### src/rtl/cuenta_bits_param_if.sv
// Start/fin handshake bundle for cuenta_bits_param.
// The master drives the operand and the request; the slave returns the count and status.
interface cuenta_bits_param_if #(
    parameter int unsigned N = 8
);
    localparam int unsigned CW = $clog2(N + 1);

    logic [N-1:0]  Valor;
    logic          modo;
    logic          start;
    logic [CW-1:0] Cuenta;
    logic          fin;
    logic          busy;

    modport master (
        output Valor,
        output modo,
        output start,
        input  Cuenta,
        input  fin,
        input  busy
    );

    modport slave (
        input  Valor,
        input  modo,
        input  start,
        output Cuenta,
        output fin,
        output busy
    );
endinterface

### src/rtl/cuenta_bits_param.sv
// Multicycle ones/zeros counter: shifts the loaded operand right and accumulates the LSB,
// stopping as soon as the remaining bits are all zero.
module cuenta_bits_param #(
    parameter int unsigned N = 8
) (
    input  logic               clk,
    input  logic               reset_n,
    cuenta_bits_param_if.slave bus_io
);
    localparam int unsigned CW = $clog2(N + 1);

    typedef enum logic {
        StIdle,
        StCuenta
    } state_e;

    state_e        state_q;
    logic [N-1:0]  q_q;
    logic [CW-1:0] a_q;
    logic          fin_q;
    logic          busy_q;

    always_ff @(posedge clk or negedge reset_n) begin
        if (!reset_n) begin
            state_q <= StIdle;
            q_q     <= '0;
            a_q     <= '0;
            fin_q   <= 1'b0;
            busy_q  <= 1'b0;
        end else begin
            unique case (state_q)
                StIdle: begin
                    // Accepted even while fin is high, so a done result can be restarted.
                    if (bus_io.start) begin
                        q_q     <= bus_io.modo ? ~bus_io.Valor : bus_io.Valor;
                        a_q     <= '0;
                        fin_q   <= 1'b0;
                        busy_q  <= 1'b1;
                        state_q <= StCuenta;
                    end
                end
                StCuenta: begin
                    if (q_q != '0) begin
                        a_q <= a_q + CW'(q_q[0]);
                        q_q <= q_q >> 1;
                    end else begin
                        state_q <= StIdle;
                        busy_q  <= 1'b0;
                        fin_q   <= 1'b1;
                    end
                end
                default: state_q <= StIdle;
            endcase
        end
    end

    assign bus_io.Cuenta = a_q;
    assign bus_io.fin    = fin_q;
    assign bus_io.busy   = busy_q;
endmodule

### src/flat_wrapper.sv
// flat-port wrapper written by rule: the top's interface ports become plain ports
module cuenta_bits_param_flat 
#(
    parameter int unsigned N = 8
)
  (clk, reset_n, bus_io_Valor, bus_io_modo, bus_io_start, bus_io_Cuenta, bus_io_fin, bus_io_busy);
  cuenta_bits_param_if #(.N(N)) bus_io_i ();
  input  logic clk;
  input  logic reset_n;
  input wire logic [$bits(bus_io_i.Valor)-1:0] bus_io_Valor;
  input wire logic [$bits(bus_io_i.modo)-1:0] bus_io_modo;
  input wire logic [$bits(bus_io_i.start)-1:0] bus_io_start;
  output wire logic [$bits(bus_io_i.Cuenta)-1:0] bus_io_Cuenta;
  output wire logic [$bits(bus_io_i.fin)-1:0] bus_io_fin;
  output wire logic [$bits(bus_io_i.busy)-1:0] bus_io_busy;
  assign bus_io_i.Valor = bus_io_Valor;
  assign bus_io_i.modo = bus_io_modo;
  assign bus_io_i.start = bus_io_start;
  assign bus_io_Cuenta = bus_io_i.Cuenta;
  assign bus_io_fin = bus_io_i.fin;
  assign bus_io_busy = bus_io_i.busy;
  cuenta_bits_param #(.N(N)) u_core (.clk(clk), .reset_n(reset_n), .bus_io(bus_io_i));
endmodule
### config.mk
export PLATFORM = sky130hd
export DESIGN_NAME = cuenta_bits_param_flat
export DESIGN_NICKNAME = d
export VERILOG_FILES = /design/src/rtl/cuenta_bits_param_if.sv /design/src/rtl/cuenta_bits_param.sv /design/src/flat_wrapper.sv
export SDC_FILE = /design/constraint.sdc
export NUM_CORES = 1
export LEC_CHECK = 0
export BUFFER_PORTS_ARGS = -buffer_cell sky130_fd_sc_hd__buf_2
export CAP_MARGIN = 10
export CORE_MARGIN = 8
export CORE_UTILIZATION = 50
export DETAILED_ROUTE_END_ITERATION = 7
export GPL_ROUTABILITY_DRIVEN = 0
export PLACE_DENSITY = 0.75
export SLEW_MARGIN = 0
export SYNTH_ARGS = -nofsm -noshare
export SYNTH_HDL_FRONTEND = slang
export SYNTH_SLANG_ARGS = --single-unit
export TNS_END_PERCENT = 50
### constraint.sdc
create_clock -name clk -period 2 [get_ports clk]
set_input_delay 0.1 -clock clk [delete_from_list [all_inputs] [get_ports clk]]
set_output_delay 0.1 -clock clk [all_outputs]
set_load 0.01 [all_outputs]
# [Word level (Yosys, flattened, before mapping)]
# Index checks and enable logic that the tools add are counted.
[classes] bitwise=2 eq_ne=3 order_cmp=0 n_mul=0 mux=16 shifts=0 n_addsub=1 reduce_logical=3 div=0
[op_table] cell="$mux W8" count=3
[op_table] cell="$pmux W8 S2" count=1
[op_table] cell="$mux W4" count=2
[op_table] cell="$not A8 Y8" count=1
[op_table] cell="$pmux W4 S2" count=1
[op_table] cell="$reduce_bool A8 Y1" count=1
[op_table] cell="$mux W1" count=6
[op_table] cell="$ne A2 B2 Y1 const B" count=3
[op_table] cell="$pmux W1 S2" count=3
[op_table] cell="$add A4 B1 Y4" count=1
[op_table] cell="$reduce_and A2 Y1" count=2
[op_table] cell="$not A1 Y1" count=1
[totals] latchBits=0 output_inout_bits=6 inputBits=12 n_memories=0 rom_bits=0 register_bits=15 ramBits=0

# [Depth between registers and ports, before layout]
# Gate-level depths: netlist of the first run.
[logic_depth] word_depth=4 depth_mapped=4

# [Worst setup path after synthesis of the first run]
# No wires, ideal clock.
[synth_timing] path_kind="register to register" startpoint="register u_core.q_q[3]" endpoint="register u_core.a_q[2] (netlist: u_core.bus_io.Cuenta[2])" setup_slack_ns=0.566 setup_time_ns=0.069 arrival_time_ns=1.366 path_stages_with_launch=4 t_required_ns=1.931 period_less_slack_ns=1.434 n_path_buf=0 cell_sequence="dfrtp_1 > or4_4 > or3_1 > nand3_1"
[synth_via] elab_chain_cells=3
[synth_lines] element="start: declaration" line_no="cuenta_bits_param.sv:18" rtl="logic [N-1:0] q_q;"
[synth_lines] element="start signal: assignment" line_no="cuenta_bits_param.sv:35" rtl="q_q <= bus_io.modo ? ~bus_io.Valor : bus_io.Valor;"
[synth_lines] element="start signal: assignment" line_no="cuenta_bits_param.sv:45" rtl="q_q <= q_q >> 1;"
[synth_lines] element="$reduce_bool A8 Y1" line_no="cuenta_bits_param.sv:43" rtl="if (q_q != '0) begin"
[synth_lines] element="$ne A2 B2 Y1 (no line)"
[synth_lines] element="$reduce_and A2 Y1 (no line)"
[synth_lines] element="end signal: assignment" line_no="cuenta_bits_param.sv:44" rtl="a_q <= a_q + CW'(q_q[0]);"
[synth_lines] element="end: declaration" line_no="cuenta_bits_param.sv:19" rtl="logic [CW-1:0] a_q;"
# No other way between the ends.
# A chain may end at the register's enable or synchronous reset.

# [Worst setup path after layout of the first run]
# Ends and elaborated chain as after synthesis.

==> impl_metrics.csv, run 1 <==
group,metric,value,unit
sta,skew,1.917,ps
clock_tree,cts_hold_buf,1,
route,wire_per_inst,14.33,microns
sta,hold_viol,0,
route,route.detailed.drc,0,
critical_path,r2r-start,"u_core.q_q[3]$_DFFE_PN0P_",
critical_path,crit_type,"reg -> reg",
pwr,swShare,0.4068,
global_route,track_usage,0.1164,
placement,hpwl,1342,microns
floorplanning,row_count,14,
clock_tree,clk_latency,280,ps
yosys,async_flop_share,1.000,
floorplanning,dieHeight,56.83,microns
pwr,power.internal,789.4,uW
clock_tree,htreeDepth,1,
pwr,irDropWorstVdd,0.7417,mV
pwr,pwr-share-clk,0.129,
critical_path,critPathMaxStageDelay,570,ps
yosys,yosys_warnings,0,
critical_path,rr_worst_depth,3,
sta,drv_slew,0,
global_route,grt_max_degree,17,
floorplanning,ios,18,
route,ant_nets,0,
pwr,cellPowerDensity,1362,nW/um^2
critical_path,end_kind,"flop",
pwr,switching_power,541.4,uW
placement,place_area,940.9,sq um
status,outcome,"finished clean",
finish,nNetsFinal,122,
finish,drive_gt1_frac,0.2336,
floorplanning,core-area,1541,sq um
sta,worstMarginPinSlew,483.2,ps
yosys,syn-cell-area,833.3,sq um
pwr,combPwrFrac,0.432,
sta,finalSetupViolations,0,
clock_tree,cts_tree,"done",
global_route,antenna_found_initial,0,
critical_path,cpMaxStageDelayCell,"or4_4",
clock_tree,clkSinkCount,15,
critical_path,crit_fanout,4,
floorplanning,die_x,56.83,microns
yosys,syn_area_per_cell,9.578,sq um
route,vias_per_cell,5.894,
global_route,grt_pass1_wl,3077,microns
clock_tree,clockBufferDepth,2,
min_path,hold_depth,3,
clock_tree,cts.repair.resized,0,
finish,area_growth_syn_to_layout,17.27,%
placement,port_buffers,17,
critical_path,critPathLaunchType,"flop",
clock_tree,postCtsSetupBuffers,0,
global_route,grt_overflow,0,
yosys,synth_seq_area_share,0.4505,
finish,n_antenna_cell,0,
min_path,hold_end,"u_core.q_q[7]$_DFFE_PN0P_",
sta,rsz0062_at_grt,"no",
critical_path,worstPathCellList,"or4_4, or3_1, nand3_1",
finish,final_common_cell,"buf_2",
route,num_vias,725,
finish,fin_util,0.6339,
sta,relSlewSlack,0.6779,
finish,final_cell_mix,"buf_2, dfrtp_1, nand2_1",
sta,fmax,660.9,MHz
floorplanning,die_area,3229,sq um
route,totalWireLength,1762,microns
yosys,synth_edf_count,0,
floorplanning,start_util,0.5406,
clock_tree,root_buffer,"clkbuf_4",
flow_run,max_cap_viol_count,0,
pwr,power_frac_seq,0.440,
yosys,synth_nets,101,
route,firstDrtPassIters,4,
sta,fin_crit,1513,ps
route,drt_iter0_drc,17,
sta,fin_tns_setup,0,ps
clock_tree,cts_buffers,3,
pwr,leakagePower,0.4792,nW
min_path,hold_start,"bus_io_Valor[7]",
yosys,synth.distinct_cells,28,
yosys,synthFlopType,"dfrtp_1",
yosys,ys_ff_latch,15,
critical_path,reg2reg_slack,490,ps
finish,fin_area,977.2,sq um
sta,fin_crit_sh,0.7565,
critical_path,required,2220,ps
critical_path,r2r-end,"u_core.bus_io.Cuenta[2]$_DFFE_PN0P_",
pwr,power.total,1.331,mW
global_route,grt_pass1_vias,718,
min_path,worst_hold_path_type,"in -> reg",
clock_tree,clk_pin_slew,90,ps
critical_path,cp.arrival,1730,ps
yosys,netlist_instances,87,
## flip-flops by register name, summed over array words and instances (netlist names)
| register | count |
|---|---|
| u_core.bus_io.fin | 1 |
| u_core.state_q | 1 |
| u_core.bus_io.Cuenta | 4 |
| u_core.q_q | 8 |
| u_core.bus_io.busy | 1 |
## critical path: cells and delay by family (launching register included)
kind / cells / cell delay, ps
simple gates: 3 / 1030
flops: 1 / 420
## worst max-delay path by stage
stage                                          from                             endpoint  slack [ps]  cells after the start
after global placement    u_core.q_q[3]$_DFFE_PN0P_  u_core.bus_io.Cuenta[2]$_DFFE_PN0P_         540                      3
after global routing      u_core.q_q[3]$_DFFE_PN0P_  u_core.bus_io.Cuenta[2]$_DFFE_PN0P_         460                      3
after detailed placement  u_core.q_q[3]$_DFFE_PN0P_  u_core.bus_io.Cuenta[2]$_DFFE_PN0P_         520                      3
final                     u_core.q_q[3]$_DFFE_PN0P_  u_core.bus_io.Cuenta[2]$_DFFE_PN0P_         490                      3
after floorplan           u_core.q_q[3]$_DFFE_PN0P_  u_core.bus_io.Cuenta[2]$_DFFE_PN0P_         570                      3
after CTS                 u_core.q_q[3]$_DFFE_PN0P_  u_core.bus_io.Cuenta[2]$_DFFE_PN0P_         500                      3
## area by class of cell
class | instances | area, sq um
flip-flops and latches | 15 | 375.4
inverters | 3 | 11.26
repair buffers | 21 | 117.6
well taps | 16 | 20.02
clock buffers | 4 | 26.28
multi-input cells | 64 | 426.7
fillers | 136 | 564.3
## stage by stage
| stage | cells | hold WS, ps | worst slack, ps |
|---|---|---|---|
| 6_report | 123 | 103.9 | 487.0 |
| 5_1_grt | 123 | 126.7 | 461.5 |
| 4_1_cts | 123 | 104.4 | 501.0 |
| 3_5_place_dp | 118 | 17.59 | 519.2 |
| 3_3_place_gp | 118 | 18.24 | 544.5 |
| 2_1_floorplan | 87 | -195.6 | 565.9 |
## per-layer routing
metal	vias up	GRT usage	wire length, microns
li1	353	-	-
met3	4	0.03596	98
met2	25	0.1865	843
met5	-	0	0
met4	0	0.06376	30
met1	343	0.1339	789
## power by group through the flow
stage	sequential, mW	clock [mW]	combinational, mW
5_1_grt	0.610	0.187	0.651
4_1_cts	0.582	0.173	0.579
3_3_place_gp	0.576	0	0.561
6_report	0.585	0.171	0.574
2_1_floorplan	0.554	0	0.391
3_5_place_dp	0.589	0	0.576
## Yosys cell counts (all sizes together) (2+ instances only)
| cell | n | area share |
|---|---|---|
| dfrtp | 15 | 0.45 |
| nand2 | 12 | 0.054 |
| o21ai | 8 | 0.048 |
| mux2i | 7 | 0.084 |
| xor2 | 7 | 0.074 |
| nor2 | 4 | 0.018 |
| a21oi | 3 | 0.018 |
| clkbuf | 3 | 0.014 |
| inv | 3 | 0.014 |
| nand4 | 3 | 0.023 |
| buf | 2 | 0.011 |
| ha | 2 | 0.030 |
| nand3 | 2 | 0.012 |
| nor4 | 2 | 0.015 |
| o211ai | 2 | 0.018 |
| or4 | 2 | 0.027 |
## kinds of logic (layout without fill, tap and decap cells)
group | count (synthesis) | in the layout | synth area share
simple gates | 28 | 28 | 0.1742
compound gates | 19 | 19 | 0.1396
flops | 15 | 15 | 0.4505
xor+xnor | 8 | 8 | 0.08409
buf+inv | 8 | 28 | 0.03753
mux | 7 | 7 | 0.08409
fa+ha+maj | 2 | 2 | 0.03003
(Power assumes the default switching activity.)
==> inputs of run 2 (changes only) <==
Settings changed: ABC_AREA from default to 1, CORE_UTILIZATION 50 to 47, PLACE_DENSITY 0.75 to 0.74.
Clock period 2 ns to 1.2 ns, I/O delays scaled along.
==> impl_metrics.csv, run 2 <==
group,metric,value,unit
finish,largest_register_ffs,8,
clock_tree,clockBufferDepth,2,
finish,nFillCells,165,
finish,final_cell_mix,"nand2_1, buf_2, buf_4, dfrtp_1, nand3_1",
critical_path,cpMaxStageDelayCell,"dfrtp_1",
yosys,syn_area_per_cell,7.518,sq um
yosys,synthFlopType,"dfrtp_1",
finish,multi_input_area,462.9,sq um
floorplanning,die_area,3446,sq um
critical_path,crit_fanout,3,
yosys,synth.distinct_cells,15,
sta,drv_slew,0,
finish,regArea,376.6,sq um
route,totalWireLength,1966,microns
floorplanning,die_x,58.71,microns
global_route,grt_pass1_wl,3325,microns
finish,fin_area,1127,sq um
placement,numPlacedInstances,162,
floorplanning,row_count,15,
pwr,leakagePower,0.6119,nW
clock_tree,cts_buffers,3,
sta,fin_crit,1238,ps
global_route,grt_max_degree,17,
yosys,synth_nets,128,
yosys,ys_ff_latch,15,
route,firstDrtPassIters,4,
pwr,cellPowerDensity,2500,nW/um^2
critical_path,end_kind,"flop",
route,vias_per_cell,4.906,
critical_path,worstPathCellList,"ha_2, ha_4, xnor2_2, nor2_1, nand2_2, nand2_1",
finish,drive_gt1_frac,0.3493,
sta,skew,2.285,ps
clock_tree,cts_tree,"done",
clock_tree,clkSinkCount,15,
yosys,synth_edf_count,0,
placement,hpwl,1440,microns
finish,area_growth_syn_to_layout,31.53,%
flow_run,max_cap_viol_count,0,
route,num_vias,839,
finish,regMostFlops,"u_core.q_q",
status,failed_checks,"setup timing",
floorplanning,ios,18,
floorplanning,core-area,1727,sq um
global_route,grt_pass1_vias,808,
finish,final_common_cell,"nand2_1",
sta,worstMarginPinSlew,339.6,ps
sta,fin_crit_sh,1.031,
status,outcome,"finished, violations left",
yosys,synthTopCellsByArea,"dfrtp_1, nand2_1, nand3_1",
critical_path,crit_type,"reg -> reg",
yosys,synth_seq_area_share,0.4380,
clock_tree,root_buffer,"clkbuf_4",
sta,hold_viol,0,
critical_path,critPathMaxStageDelay,430,ps
critical_path,critPathLaunchType,"flop",
route,drt_iter0_drc,11,
clock_tree,clk_latency,280,ps
global_route,grt_overflow,0,
yosys,async_flop_share,1.000,
placement,port_buffers,17,
floorplanning,start_util,0.4964,
finish,nNetsFinal,161,
yosys,syn-cell-area,857.1,sq um
critical_path,required,1430,ps
global_route,track_usage,0.1212,
pwr,irDropWorstVdd,1.375,mV
sta,relSlewSlack,0.7736,
yosys,synth_common_cells,"nand2_1, dfrtp_1, nand3_1",
route,ant_nets,0,
yosys,synth_top_cell_area_share,0.4380,
clock_tree,htreeDepth,1,
floorplanning,dieHeight,58.71,microns
yosys,netlist_instances,114,
yosys,yosys_warnings,0,
sta,finalSetupViolations,3,
pwr,power.total,2.818,mW
placement,place_area,1016,sq um
yosys,synth_largest_area_cell,"dfrtp_1",
sta,worst_slack,-37.63,ps
clock_tree,clk_pin_slew,90,ps
finish,fin_cells,171,
critical_path,cp.arrival,1470,ps
yosys,synth_most_common_cell,"nand2_1",
global_route,antenna_found_initial,0,
sta,fmax,808.0,MHz
route,wire_per_inst,11.50,microns
route,route.detailed.drc,0,
sta,rsz0062_at_grt,"yes",
min_path,worst_hold_path_type,"in -> reg",
finish,n_antenna_cell,0,
placement,dp_worst_setup_slack,-33.25,ps
[run 2: layer usage]
layer | global-route usage | up-vias | share of wire | wire length (microns)
li1 | - | 435 | - | -
met1 | 0.1456 | 381 | 0.46 | 901
met2 | 0.1984 | 21 | 0.47 | 933
met3 | 0.04348 | 2 | 0.056 | 110
met4 | 0.03413 | 0 | 0.010 | 20
met5 | 0 | - | 0 | 0
[run 2: final cells by class]
class,count,area share
Clock buffer,4,0.02331
Multi-Input combinational cell,90,0.4107
Sequential cell,15,0.3341
Timing Repair Buffer,34,0.1942
Tap cell,25,0.02775
Inverter,3,0.009989
[run 2: report_power, final]
part / leakage, nW / total (mW) / switching (mW) / internal (mW)
Sequential: 0.187 / 0.923 / 0.191 / 0.732
Clock: 0.0150 / 0.291 / 0.162 / 0.129
Combinational: 0.410 / 1.60 / 0.860 / 0.744
Total: 0.612 / 2.82 / 1.21 / 1.61
[run 2: cell families after synthesis]
family,after synthesis,share of synthesized area
fa+ha+maj,2,0.02919
simple gates,70,0.3416
flops,15,0.4380
buf+inv,9,0.06861
compound gates,17,0.1124
xor+xnor,1,0.01022
[run 2: metrics by stage]
stage | util | TNS (ps) | hold slack [ps]
CTS | 0.6174 | -66.30 | 46.06
global route | 0.6529 | -1087 | 70.16
global placement | 0.5884 | 0 | -21.23
floorplan | - | 0 | -235.6
finish | 0.6529 | -71.61 | 44.72
detailed placement | 0.5884 | -88.28 | -16.45
[run 2: final timing paths]
kind / start / to / slack [ps] / cells past startpoint
max in group asynchronous: reset_n / u_core.state_q$_DFF_PN0_ / 730 / 2
hold reg to reg: u_core.bus_io.busy$_DFFE_PN0P_ / u_core.bus_io.busy$_DFFE_PN0P_ / 500 / 2
hold / removal: bus_io_Valor[7] / u_core.q_q[7]$_DFFE_PN0P_ / 40 / 4
setup / recovery: u_core.q_q[0]$_DFFE_PN0P_ / u_core.bus_io.Cuenta[2]$_DFFE_PN0P_ / -40 / 6
min in group asynchronous: reset_n / u_core.bus_io.Cuenta[1]$_DFFE_PN0P_ / 200 / 2
setup reg to reg: u_core.q_q[0]$_DFFE_PN0P_ / u_core.bus_io.Cuenta[2]$_DFFE_PN0P_ / -40 / 6
[run 2: what timing repair did]
action,CTS,global route
cloned,0,1
endpoints found under the hold margin,15,0
endpoints found under the setup margin,4,15
resized for setup,2,11
buffers inserted,1,2
hold buffers,1,0
pin swaps,0,6
[run 2: worst max-delay path, delay by kind of cell, from the launching register on]
kind	cells	cell delay, ps
flip-flops	1	430
AND/OR/NAND/NOR	3	250
adder cells (fa/ha/maj)	2	380
XOR/XNOR	1	130
==> inputs of run 3 (changes only) <==
Settings changed: SKIP_LAST_GASP from default to 1.
==> impl_metrics.csv, run 3 (same netlist as run 2, synthesis figures left out) <==
group,metric,value,unit
status,outcome,"finished, violations left",
status,failed_checks,"setup timing",
finish,n_antenna_cell,0,
sta,fin_crit_sh,1.033,
min_path,worst_hold_path_type,"in -> reg",
finish,final_common_cell,"nand2_1",
sta,hold_viol,0,
sta,drv_slew,0,
critical_path,critPathLaunchType,"flop",
global_route,grt_overflow,0,
route,drt-met1-wl,915,microns
sta,fin_tns_setup,-67.39,ps
finish,area_growth_syn_to_layout,30.80,%
placement,hpwl,1440,microns
finish,regMostFlops,"u_core.q_q",
clock_tree,htreeDepth,1,
finish,nNetsFinal,161,
route,route.detailed.drc,0,
sta,worst_slack,-39.46,ps
floorplanning,dieHeight,58.71,microns
sta,fmax,806.8,MHz
critical_path,cp.arrival,1470,ps
sta,finalSetupViolations,3,
placement,port_buffers,17,
clock_tree,cts_buffers,3,
global_route,grt_pass1_wl,3325,microns
critical_path,required,1430,ps
flow_run,max_cap_viol_count,0,
sta,hold_ws,44.87,ps
global_route,track_usage,0.1212,
clock_tree,cts_tree,"done",
clock_tree,clockBufferDepth,2,
floorplanning,core-area,1727,sq um
placement,numPlacedInstances,162,
route,firstDrtPassIters,4,
clock_tree,clkSinkCount,15,
route,num_vias,834,
route,highest_layer,"met4",
route,totalWireLength,1971,microns
pwr,cellPowerDensity,2504,nW/um^2
critical_path,end_kind,"flop",
sta,relSlewSlack,0.7735,
global_route,grt_max_degree,17,
global_route,antenna_found_initial,0,
clock_tree,root_buffer,"clkbuf_4",
route,drt_iter0_drc,15,
finish,fin_cells,171,
critical_path,crit_fanout,3,
pwr,power.total,2.807,mW
route,ant_nets,0,
floorplanning,die_area,3446,sq um
global_route,grt_pass1_vias,810,
floorplanning,start_util,0.4964,
clock_tree,clk_latency,280,ps
sta,fin_crit,1239,ps
floorplanning,ios,18,
route,wl_met3,109,microns
finish,final_cell_mix,"nand2_1, buf_2, buf_4, dfrtp_1, nand3_1",
clock_tree,clk_pin_slew,90,ps
finish,drive_gt1_frac,0.3356,
sta,skew,2.088,ps
floorplanning,row_count,15,
critical_path,crit_type,"reg -> reg",
sta,worstMarginPinSlew,339.8,ps
sta,rsz0062_at_grt,"yes",
route,vias_per_cell,4.877,
route,wl_met2,925,microns
pwr,leakagePower,0.6119,nW
pwr,irDropWorstVdd,1.372,mV
finish,largest_register_ffs,8,
floorplanning,die_x,58.71,microns
route,wire_per_inst,11.53,microns
run 3: cell counts in the layout (fill, tap and decap cells not counted):
No cell type changed its count.
run 3: metal layers:
layer | GRT usage | vias up
li1 | - | 434
met1 | 0.1456 | 377
met2 | 0.1984 | 21
met3 | 0.04348 | 2
met4 | 0.03413 | 0
met5 | 0 | -
run 3: final cells by class:
| class | count | area [sq um] |
|---|---|---|
| inverter | 3 | 11.26 |
| clock buffer | 4 | 26.28 |
| tap | 25 | 31.28 |
| fill | 166 | 605.6 |
| timing repair buffer | 34 | 219.0 |
| multi-input combinational | 90 | 457.9 |
| sequential | 15 | 375.4 |
run 3: repair_timing:
item,4_1_cts,5_1_grt
endpoints found under the hold margin,15,0
pin swaps,0,6
gates resized for setup,2,9
hold buffers,1,0
setup endpoints to repair,4,15
cloned,0,1
buffers inserted,1,2
run 3: final timing paths:
| check | start | endpoint | depth (start not counted) | slack, ps |
|---|---|---|---|---|
| worst min-delay path | bus_io_Valor[7] | u_core.q_q[7]$_DFFE_PN0P_ | 4 | 40 |
| max in group asynchronous | reset_n | u_core.q_q[3]$_DFFE_PN0P_ | 2 | 750 |
| worst min register to register | u_core.bus_io.busy$_DFFE_PN0P_ | u_core.bus_io.busy$_DFFE_PN0P_ | 2 | 500 |
| worst max-delay path | u_core.q_q[0]$_DFFE_PN0P_ | u_core.bus_io.Cuenta[2]$_DFFE_PN0P_ | 6 | -40 |
| min in group asynchronous | reset_n | u_core.bus_io.Cuenta[1]$_DFFE_PN0P_ | 2 | 200 |
| worst max register to register | u_core.q_q[0]$_DFFE_PN0P_ | u_core.bus_io.Cuenta[2]$_DFFE_PN0P_ | 6 | -40 |
run 3: worst max-delay path, stage by stage (launching register included):
cell and delay, ps:
dfrtp_1 430, ha_2 220, ha_4 160, xnor2_2 130, nor2_1 140, nand2_2 60, nand2_1 50
run 3: power breakdown:
group | internal (mW) | leakage, nW | total (mW) | switching (mW)
Combinational | 0.741 | 0.409 | 1.60 | 0.856
Clock | 0.129 | 0.0150 | 0.291 | 0.162
Sequential | 0.729 | 0.188 | 0.919 | 0.191
Total | 1.60 | 0.612 | 2.81 | 1.21
run 3: metrics by stage:
stage | area (sq um) | setup WS, ps | util
floorplan | 857.1 | 4.795 | -
global placement | 1016 | 3.188 | 0.5884
detailed placement | 1016 | -33.25 | 0.5884
CTS | 1066 | -18.47 | 0.6174
global route | 1121 | -104.5 | 0.6493
finish | 1121 | -39.46 | 0.6493
